$ cat config.mk
export PLATFORM = sky130hd
export DESIGN_NAME = host_spi_master_flat
export DESIGN_NICKNAME = d
export VERILOG_FILES = /design/src/rtl/host_spi_master_pkg.sv /design/src/rtl/host_spi_master_if.sv /design/src/rtl/host_spi_master_shift16.sv /design/src/rtl/host_spi_master.sv /design/src/flat_wrapper.sv
export SDC_FILE = /design/constraint.sdc
export NUM_CORES = 1
export LEC_CHECK = 0
export BUFFER_PORTS_ARGS = -buffer_cell sky130_fd_sc_hd__buf_2
export CAP_MARGIN = 20
export CORE_MARGIN = 2
export CORE_UTILIZATION = 45
export DETAILED_ROUTE_END_ITERATION = 10
export MAX_ROUTING_LAYER = met4
export PLACE_DENSITY = 0.63
export SKIP_CTS_REPAIR_TIMING = 1
export SYNTH_ARGS = -nofsm -noshare
export SYNTH_HDL_FRONTEND = slang
export SYNTH_HIERARCHICAL = 1
export SYNTH_SLANG_ARGS = --single-unit
export TNS_END_PERCENT = 1
$ cat constraint.sdc
create_clock -name clk -period 3.87 [get_ports clk]
set_input_delay 0.774 -clock clk [delete_from_list [all_inputs] [get_ports clk]]
set_output_delay 0.774 -clock clk [all_outputs]
set_load 0.005 [all_outputs]
$ cat src/rtl/host_spi_master_pkg.sv
// host_spi_master_pkg: shared constants and the FSM state encoding for the
// host SPI master slice (word width, state enum, timer sizing).
package host_spi_master_pkg;

  localparam int SPI_WORD_W = 16;

  // Timer is shared by CS setup, SCLK half-periods and CS hold.
  localparam int TMR_W = 8;
  localparam logic [TMR_W-1:0] TMR_ONE = TMR_W'(1);

  typedef enum logic [1:0] {
    ST_IDLE  = 2'd0,
    ST_SETUP = 2'd1,
    ST_SHIFT = 2'd2,
    ST_HOLD  = 2'd3
  } spi_state_e;

endpackage

$ cat src/rtl/host_spi_master_if.sv
// host_spi_master_if: request/data handshake between a host-side controller
// and the SPI master.
//   start/cs_sel/nwords/abort : transaction request and cancel
//   tx_data/tx_ready          : TX word and its consumed pulse
//   rx_data/rx_valid          : received word and its update pulse
//   busy/done                 : transaction status
// modport master = controller side, modport slave = SPI master side.
interface host_spi_master_if #(
  parameter int NW_W = 10
);
  import host_spi_master_pkg::*;

  logic                  start;
  logic                  cs_sel;
  logic [NW_W-1:0]       nwords;
  logic                  abort;
  logic [SPI_WORD_W-1:0] tx_data;
  logic                  tx_ready;
  logic [SPI_WORD_W-1:0] rx_data;
  logic                  rx_valid;
  logic                  busy;
  logic                  done;

  modport master (
    output start, cs_sel, nwords, abort, tx_data,
    input  tx_ready, rx_data, rx_valid, busy, done
  );

  modport slave (
    input  start, cs_sel, nwords, abort, tx_data,
    output tx_ready, rx_data, rx_valid, busy, done
  );

endinterface

$ cat src/rtl/host_spi_master_shift16.sv
// host_spi_master_shift16: 16-bit parallel-load, serial-in/serial-out shift
// register for an MSB-first mode-0 master.
//   clk, rst_n   : clock, async active-low reset
//   clear        : synchronous clear (abort)
//   load         : load load_data; mosi takes bit 15 immediately
//   load_data    : next TX word
//   sample       : capture miso (SCLK rising phase)
//   shift_out    : advance one bit (SCLK falling phase)
//   drain        : with shift_out, drive mosi low (last bit of last word)
//   miso         : serial input
//   mosi         : registered serial output (is bit 15 of the word)
//   word_in      : word as it will stand after the current shift
module host_spi_master_shift16
  import host_spi_master_pkg::*;
(
  input  logic                  clk,
  input  logic                  rst_n,
  input  logic                  clear,
  input  logic                  load,
  input  logic [SPI_WORD_W-1:0] load_data,
  input  logic                  sample,
  input  logic                  shift_out,
  input  logic                  drain,
  input  logic                  miso,
  output logic                  mosi,
  output logic [SPI_WORD_W-1:0] word_in
);

  // Bits 14..0 of the shifting word; bit 15 lives in mosi itself.
  logic [SPI_WORD_W-2:0] lo;
  logic                  sbit;

  // Received bits enter at the bottom, so the full RX word is the lower
  // fifteen bits plus the bit captured on the latest rising phase.
  assign word_in = {lo, sbit};

  // Shift register, output bit and sampled MISO bit.
  always_ff @(posedge clk or negedge rst_n) begin
    if (!rst_n) begin
      mosi <= 1'b0;
      lo   <= '0;
      sbit <= 1'b0;
    end else if (clear) begin
      mosi <= 1'b0;
      lo   <= '0;
      sbit <= 1'b0;
    end else begin
      if (load) begin
        mosi <= load_data[SPI_WORD_W-1];
        lo   <= load_data[SPI_WORD_W-2:0];
      end else if (shift_out) begin
        mosi <= drain ? 1'b0 : lo[SPI_WORD_W-2];
        lo   <= {lo[SPI_WORD_W-3:0], sbit};
      end
      if (sample) begin
        sbit <= miso;
      end
    end
  end

endmodule

$ cat src/rtl/host_spi_master.sv
// host_spi_master: SPI mode-0 master, MSB-first, 16-bit full-duplex words,
// two chip selects. Divider, bit/word counters and FSM live here; the data
// path is host_spi_master_shift16.
//   clk, rst_n : clock, async active-low reset
//   bus        : host_spi_master_if.slave (start/abort request, TX/RX words,
//                busy/done status)
//   spi_sclk   : SCLK, idle low
//   spi_cs_n   : active-low chip selects, idle 2'b11
//   spi_mosi   : master data out
//   spi_miso   : slave data in (already synchronised)
module host_spi_master
  import host_spi_master_pkg::*;
#(
  parameter int DIV      = 4,
  parameter int CS_SETUP = 2,
  parameter int CS_HOLD  = 2,
  parameter int NW_W     = 10
) (
  input  logic              clk,
  input  logic              rst_n,
  host_spi_master_if.slave  bus,
  output logic              spi_sclk,
  output logic [1:0]        spi_cs_n,
  output logic              spi_mosi,
  input  logic              spi_miso
);

  localparam logic [NW_W-1:0] NW_ZERO = {NW_W{1'b0}};
  localparam logic [NW_W-1:0] NW_ONE  = {{(NW_W-1){1'b0}}, 1'b1};

  spi_state_e            state;
  spi_state_e            state_nx;
  logic [TMR_W-1:0]      tmr;
  logic [3:0]            bit_cnt;
  logic [NW_W-1:0]       words_left;
  logic [SPI_WORD_W-1:0] word_in;

  logic tmr_end, go, empty, abort_now, rise, fall, word_end, finish, more, reload;

  assign more   = (words_left != NW_ONE);
  assign reload = go || (word_end && more);

  // Next-state logic and per-cycle strobes.
  always_comb begin
    state_nx  = state;
    tmr_end   = 1'b0;
    go        = 1'b0;
    empty     = 1'b0;
    abort_now = 1'b0;
    rise      = 1'b0;
    fall      = 1'b0;
    word_end  = 1'b0;
    finish    = 1'b0;
    case (state)
      ST_IDLE: begin
        // abort is meaningless here, so a simultaneous start simply wins
        if (bus.start) begin
          if (bus.nwords != NW_ZERO) begin
            go       = 1'b1;
            state_nx = ST_SETUP;
          end else begin
            empty    = 1'b1;
            state_nx = ST_IDLE;
          end
        end else begin
          state_nx = ST_IDLE;
        end
      end
      ST_SETUP: begin
        tmr_end = (tmr == TMR_W'(CS_SETUP - 1));
        if (bus.abort) begin
          abort_now = 1'b1;
          state_nx  = ST_IDLE;
        end else if (tmr_end) begin
          state_nx = ST_SHIFT;
        end else begin
          state_nx = ST_SETUP;
        end
      end
      ST_SHIFT: begin
        tmr_end = (tmr == TMR_W'(DIV - 1));
        if (bus.abort) begin
          abort_now = 1'b1;
          state_nx  = ST_IDLE;
        end else begin
          rise     = tmr_end && !spi_sclk;
          fall     = tmr_end && spi_sclk;
          word_end = fall && (bit_cnt == 4'd15);
          if (word_end && !more) begin
            state_nx = ST_HOLD;
          end else begin
            state_nx = ST_SHIFT;
          end
        end
      end
      ST_HOLD: begin
        tmr_end = (tmr == TMR_W'(CS_HOLD - 1));
        if (bus.abort) begin
          abort_now = 1'b1;
          state_nx  = ST_IDLE;
        end else if (tmr_end) begin
          finish   = 1'b1;
          state_nx = ST_IDLE;
        end else begin
          state_nx = ST_HOLD;
        end
      end
      default: begin
        state_nx = ST_IDLE;
      end
    endcase
  end

  // FSM state register.
  always_ff @(posedge clk or negedge rst_n) begin
    if (!rst_n) begin
      state <= ST_IDLE;
    end else begin
      state <= state_nx;
    end
  end

  // Phase timer: restarts on every state change and every expiry.
  always_ff @(posedge clk or negedge rst_n) begin
    if (!rst_n) begin
      tmr <= '0;
    end else if (state == ST_IDLE || state_nx != state || tmr_end) begin
      tmr <= '0;
    end else begin
      tmr <= tmr + TMR_ONE;
    end
  end

  // Bit and word counters; the word count is latched at start and only
  // counts down, so changes on nwords mid-transaction are not seen.
  always_ff @(posedge clk or negedge rst_n) begin
    if (!rst_n) begin
      bit_cnt    <= 4'd0;
      words_left <= NW_ZERO;
    end else if (go) begin
      bit_cnt    <= 4'd0;
      words_left <= bus.nwords;
    end else begin
      if (fall) begin
        bit_cnt <= bit_cnt + 4'd1;
      end
      if (word_end) begin
        words_left <= words_left - NW_ONE;
      end
    end
  end

  // Registered handshake, status and SPI pin outputs.
  always_ff @(posedge clk or negedge rst_n) begin
    if (!rst_n) begin
      spi_sclk     <= 1'b0;
      spi_cs_n     <= 2'b11;
      bus.busy     <= 1'b0;
      bus.done     <= 1'b0;
      bus.tx_ready <= 1'b0;
      bus.rx_valid <= 1'b0;
      bus.rx_data  <= '0;
    end else if (abort_now) begin
      // partial word is dropped: rx_data keeps the last complete word
      spi_sclk     <= 1'b0;
      spi_cs_n     <= 2'b11;
      bus.busy     <= 1'b0;
      bus.done     <= 1'b0;
      bus.tx_ready <= 1'b0;
      bus.rx_valid <= 1'b0;
    end else begin
      bus.tx_ready <= reload;
      bus.rx_valid <= word_end;
      bus.done     <= empty || finish;
      if (go) begin
        bus.busy <= 1'b1;
        spi_cs_n <= bus.cs_sel ? 2'b01 : 2'b10;
      end else if (finish) begin
        bus.busy <= 1'b0;
        spi_cs_n <= 2'b11;
      end
      if (rise) begin
        spi_sclk <= 1'b1;
      end else if (fall) begin
        spi_sclk <= 1'b0;
      end
      if (word_end) begin
        bus.rx_data <= word_in;
      end
    end
  end

  host_spi_master_shift16 u_shift (
    .clk       (clk),
    .rst_n     (rst_n),
    .clear     (abort_now),
    .load      (reload),
    .load_data (bus.tx_data),
    .sample    (rise),
    .shift_out (fall),
    .drain     (word_end && !more),
    .miso      (spi_miso),
    .mosi      (spi_mosi),
    .word_in   (word_in)
  );

endmodule
$ cat src/flat_wrapper.sv
// flat-port wrapper written by rule: the top's interface ports become plain ports
module host_spi_master_flat import host_spi_master_pkg::*;
#(
  parameter int DIV      = 4,
  parameter int CS_SETUP = 2,
  parameter int CS_HOLD  = 2,
  parameter int NW_W     = 10
)
  (clk, rst_n, spi_sclk, spi_cs_n, spi_mosi, spi_miso, bus_start, bus_cs_sel, bus_nwords, bus_abort, bus_tx_data, bus_tx_ready, bus_rx_data, bus_rx_valid, bus_busy, bus_done);
  host_spi_master_if #(.NW_W(NW_W)) bus_i ();
  input  logic clk;
  input  logic rst_n;
  output logic spi_sclk;
  output logic [1:0] spi_cs_n;
  output logic spi_mosi;
  input  logic spi_miso;
  input wire logic [$bits(bus_i.start)-1:0] bus_start;
  input wire logic [$bits(bus_i.cs_sel)-1:0] bus_cs_sel;
  input wire logic [$bits(bus_i.nwords)-1:0] bus_nwords;
  input wire logic [$bits(bus_i.abort)-1:0] bus_abort;
  input wire logic [$bits(bus_i.tx_data)-1:0] bus_tx_data;
  output wire logic [$bits(bus_i.tx_ready)-1:0] bus_tx_ready;
  output wire logic [$bits(bus_i.rx_data)-1:0] bus_rx_data;
  output wire logic [$bits(bus_i.rx_valid)-1:0] bus_rx_valid;
  output wire logic [$bits(bus_i.busy)-1:0] bus_busy;
  output wire logic [$bits(bus_i.done)-1:0] bus_done;
  assign bus_i.start = bus_start;
  assign bus_i.cs_sel = bus_cs_sel;
  assign bus_i.nwords = bus_nwords;
  assign bus_i.abort = bus_abort;
  assign bus_i.tx_data = bus_tx_data;
  assign bus_tx_ready = bus_i.tx_ready;
  assign bus_rx_data = bus_i.rx_data;
  assign bus_rx_valid = bus_i.rx_valid;
  assign bus_busy = bus_i.busy;
  assign bus_done = bus_i.done;
  host_spi_master #(.DIV(DIV), .CS_SETUP(CS_SETUP), .CS_HOLD(CS_HOLD), .NW_W(NW_W)) u_core (.clk(clk), .rst_n(rst_n), .bus(bus_i), .spi_sclk(spi_sclk), .spi_cs_n(spi_cs_n), .spi_mosi(spi_mosi), .spi_miso(spi_miso));
endmodule
==> Implementation_results.wiki <==
{| class="wikitable"
! Metric !! Value
|-
| Outcome || complete, no violations
|-
| Layout cells sized above 1 || between 20% and 30%
|-
| Number of cells on the worst reg-to-reg path || 8
|-
| Slew Limit Fails || 0
|-
| Max-slew headroom at the worst pin || between 40% and 50%
|-
| Startpoint of the worst register-to-register path || u_core/tmr[0]
|-
| Largest buffer count on any clock path || 2
|-
| Worst hold-check slack || 460 ps
|-
| DRT Wirelength || between 7000 and 8000 um
|-
| Final setup violation count || 0
|-
| Startpoint kind of the worst setup timing path || input pin
|-
| PD cells || roughly 580 nW/um^2
|-
| Number of rows in the core area || 31
|-
| Synthesized netlist net count || ~360
|-
| Clock period minus worst slack || 2840 ps
|-
| Via count of the routed design || 2572
|-
| Area growth syn-to-layout || 16.0%
|-
| Mean area per synthesized cell || approximately 10 um^2
|-
| Reg-to-reg critical path endpoint || u_core/u_shift/lo[5]
|-
| Clock tree from TritonCTS || done
|-
| Overall die width || ~90 um
|-
| Worst Setup EP || u_core/u_shift/mosi
|-
| Setup repair after global routing missed its margin || false
|-
| Yosys reg bits || 64
|-
| Nets || ~420
|-
| Slowest stage cell on the critical path || sky130_fd_sc_hd__inv_1
|-
| Ys flop type || sky130_fd_sc_hd__dfrtp_1
|-
| Clock skew || between 7 and 8 ps
|-
| Cell class contributing the biggest share of worst-path delay || buffers and inverters
|-
| Count of final hold-check violations || 0
|-
| Number of top-level design ports || 56
|-
| Launching instance or port of the critical path || bus_nwords[6]
|-
| Critical Path, Cell by Cell || buf_2, or4_4, o41ai_4, buf_4, nand2_1, inv_1, a311oi_2
|-
| Gpl congestion || approximately 0.88
|-
| Combined buffer and inverter count along the critical path || 3
|-
| Critical path depth || 7
|-
| Clock insertion delay at the later pin of the skew report || ~350 ps
|-
| Synth unique cells || around 60
|-
| Share of the clock period used by the worst path after layout || approximately 73%
|-
| Fillcell total || 701
|-
| Clock transition at the registers of the reported paths || ~70 ps
|-
| Starting Density || a little under half
|-
| Data arrival at the endpoint of the critical path || slightly above 3000 ps
|-
| Via count of the first global-routing pass || approximately 2.6k
|-
| Antenna diode instance count || 0
|-
| Antenna-violating nets left || 0
|-
| FF-to-FF setup slack || between 1000 and 1500 ps
|-
| Per-cell routed wire length || between 10 and 15 um
|-
| H-tree levels || 3
|-
| Drt first pass iters || 4
|-
| Crit-path max cell delay || a little over 600 ps
|-
| Power Total || about 2.2 mW
|-
| Post-DP HPWL || just over 5000 um
|-
| YS warnings || 6
|-
| Core region area || ~7200 um^2
|-
| Sequential fraction of the synthesis area || roughly half
|-
| Number of DRC violations after detailed routing || 0
|-
| Timing-limited maximum frequency || approximately 350 MHz
|-
| Number of buffers added by the clock tree synthesis step || 9
|-
| Number of clock sinks seen by CTS || 64
|-
| Y dimension of the die || 89.8 um
|-
| Wire length of the first global-routing pass || 12700 um
|-
| Total standard cell area after synthesis || around 3300 um^2
|-
| Max-capacitance violation count || 0
|-
| Crit end category || register
|-
| Total leakage power || between 1.5 and 2 nW
|-
| Initial detailed-routing violation count || roughly 170
|-
| Slew at the pin closest to its max-slew limit || approximately 870 ps
|-
| Path type of the worst setup path || in2reg
|-
| Accumulated negative setup slack || 0 ps
|-
| Cell at the root of the clock tree || sky130_fd_sc_hd__clkbuf_8
|-
| Async set-reset flop share out of synthesis || 100%
|-
| Maximum ir drop on the vdd rail || 0.204 mV
|-
| Initial antenna violation count || 0
|-
| End-of-flow core utilization || a little over half
|-
| Highest net fanout along the worst path || 17
|-
| Min-delay worst type || in2async
|-
| Number of cells produced by synthesis || 325
|-
| Die Footprint || roughly 8000 um^2
|-
| Maximum number of pins on one net before global-route repair || 36
|-
| Total Routing Usage GR || 20.1%
|-
| Required time worst endpoint || between 4000 and 5000 ps
|-
| Leftover overflow at the end of global routing || 0
|-
| Via-per-instance ratio || around 5.3
|-
| Number of enable flip-flop cells after synthesis || 0
|-
| Count of input and output buffers || 55
|}
placed cells by master, fill, tap and decap left out, types with 6 or more instances in the layout:
cell and instances:
sky130_fd_sc_hd__nand2_1 66, sky130_fd_sc_hd__dfrtp_1 62, sky130_fd_sc_hd__buf_2 55, sky130_fd_sc_hd__nor2_1 25, sky130_fd_sc_hd__mux2i_1 18, sky130_fd_sc_hd__nor2b_1 16, sky130_fd_sc_hd__nand3_1 11, sky130_fd_sc_hd__clkbuf_8 10
sky130_fd_sc_hd__inv_1 10, sky130_fd_sc_hd__a211oi_2 10, sky130_fd_sc_hd__xor2_1 7, sky130_fd_sc_hd__buf_4 7, sky130_fd_sc_hd__o211ai_1 6
synthesized netlist by cell type (all sizes together) (3+ instances only):
library cell,instances,area [um^2]
dfrtp,62,1550
nand2,66,248
nand3,11,55.1
or4,4,41.3
o21ai,6,30.0
xor2,7,61.3
ha,5,62.6
mux2i,18,180
clkbuf,4,15.0
buf,13,104
a21oi,3,15.0
a211oi,15,163
and3,3,18.8
o211ai,7,57.6
nor3,3,20.0
nor2b,16,100
or3,3,20.0
inv,11,41.3
nor2,25,93.8
nor4,6,52.6
registers in the layout, summed over array words and instances, names as in the netlist:
register	flops
u_core/bit_cnt	4
u_core/u_shift/mosi	1
u_core/u_shift/sbit	1
u_core/spi_sclk	1
u_core/words_left	10
u_core/state	2
u_core/bus.tx_ready	1
u_core/u_shift/lo	15
u_core/spi_cs_n	2
u_core/tmr	8
u_core/bus.done	1
u_core/bus.rx_valid	1
u_core/bus.busy	1
u_core/bus.rx_data	16
cells by family (layout without fill, tap and decap cells):
family                   after synthesis  in the layout  synth area share (%)
AO/OA/AOI/OAI                         50             50                  13.6
XOR/XNOR                               9              9                  2.38
adder cells (fa/ha/maj)                5              5                  1.89
buffers and inverters                 28             89                  4.83
flip-flops                            64             64                  48.4
multiplexers                          18             18                  5.44
AND/OR/NAND/NOR                      151            151                  23.5
power breakdown:
group          switching [mW]  internal, mW  leakage, nW
Sequential              0.172         0.842        0.836
Combinational           0.328         0.298        0.893
Clock                   0.263         0.314       0.0993
Total                   0.762          1.45         1.83
how the worst min path moves through the flow:
stage | from | to | slack, ps
4_1_cts | rst_n | u_core/bus.rx_data[3] | 460
6_report | rst_n | u_core/bit_cnt[1] | 460
3_5_place_dp | u_core/bus.rx_data[9] | u_core/bus.rx_data[9] | 450
3_3_place_gp | u_core/bus.rx_data[9] | u_core/bus.rx_data[9] | 450
5_1_grt | u_core/bus.rx_data[10] | u_core/bus.rx_data[10] | 490
2_1_floorplan | u_core/bus.rx_data[0] | u_core/bus.rx_data[0] | 460
routing by layer:
| layer | global-route usage, % | wire, um | vias up |
|---|---|---|---|
| met4 | 9.62 | 120 | 0 |
| met2 | 30.2 | 3390 | 53 |
| met3 | 3.86 | 289 | 12 |
| met1 | 26.5 | 3390 | 1253 |
| li1 | - | - | 1254 |
| met5 | - | 0 | - |
layout make-up:
| cell class | count | area (um^2) | share of cell area, % |
|---|---|---|---|
| Sequential cell | 64 | 1600 | 41.7 |
| Multi-Input combinational cell | 233 | 1550 | 40.3 |
| Timing Repair Buffer | 62 | 328 | 8.53 |
| Clock buffer | 11 | 141 | 3.68 |
| Tap cell | 99 | 124 | 3.22 |
| Clock inverter | 5 | 56.3 | 1.46 |
| Inverter | 11 | 41.3 | 1.07 |
metrics by stage:
stage | setup WS (ps) | std cells | area [um^2]
final | 1030 | 485 | 3840
after detailed placement | 639 | 469 | 3650
after global routing | 840 | 485 | 3840
after floorplan | 1300 | 325 | 3310
after global placement | 658 | 469 | 3650
after CTS | 1030 | 485 | 3840
worst register-to-register path, cell delays in order (launching register included):
cell,delay (ps)
sky130_fd_sc_hd__dfrtp_1,430
sky130_fd_sc_hd__ha_1,330
sky130_fd_sc_hd__and4b_1,250
sky130_fd_sc_hd__nand4_2,130
sky130_fd_sc_hd__inv_2,80
sky130_fd_sc_hd__nand2_1,70
sky130_fd_sc_hd__nand2_1,330
sky130_fd_sc_hd__inv_1,440
sky130_fd_sc_hd__a211oi_1,320
(Power assumes the default switching activity.)
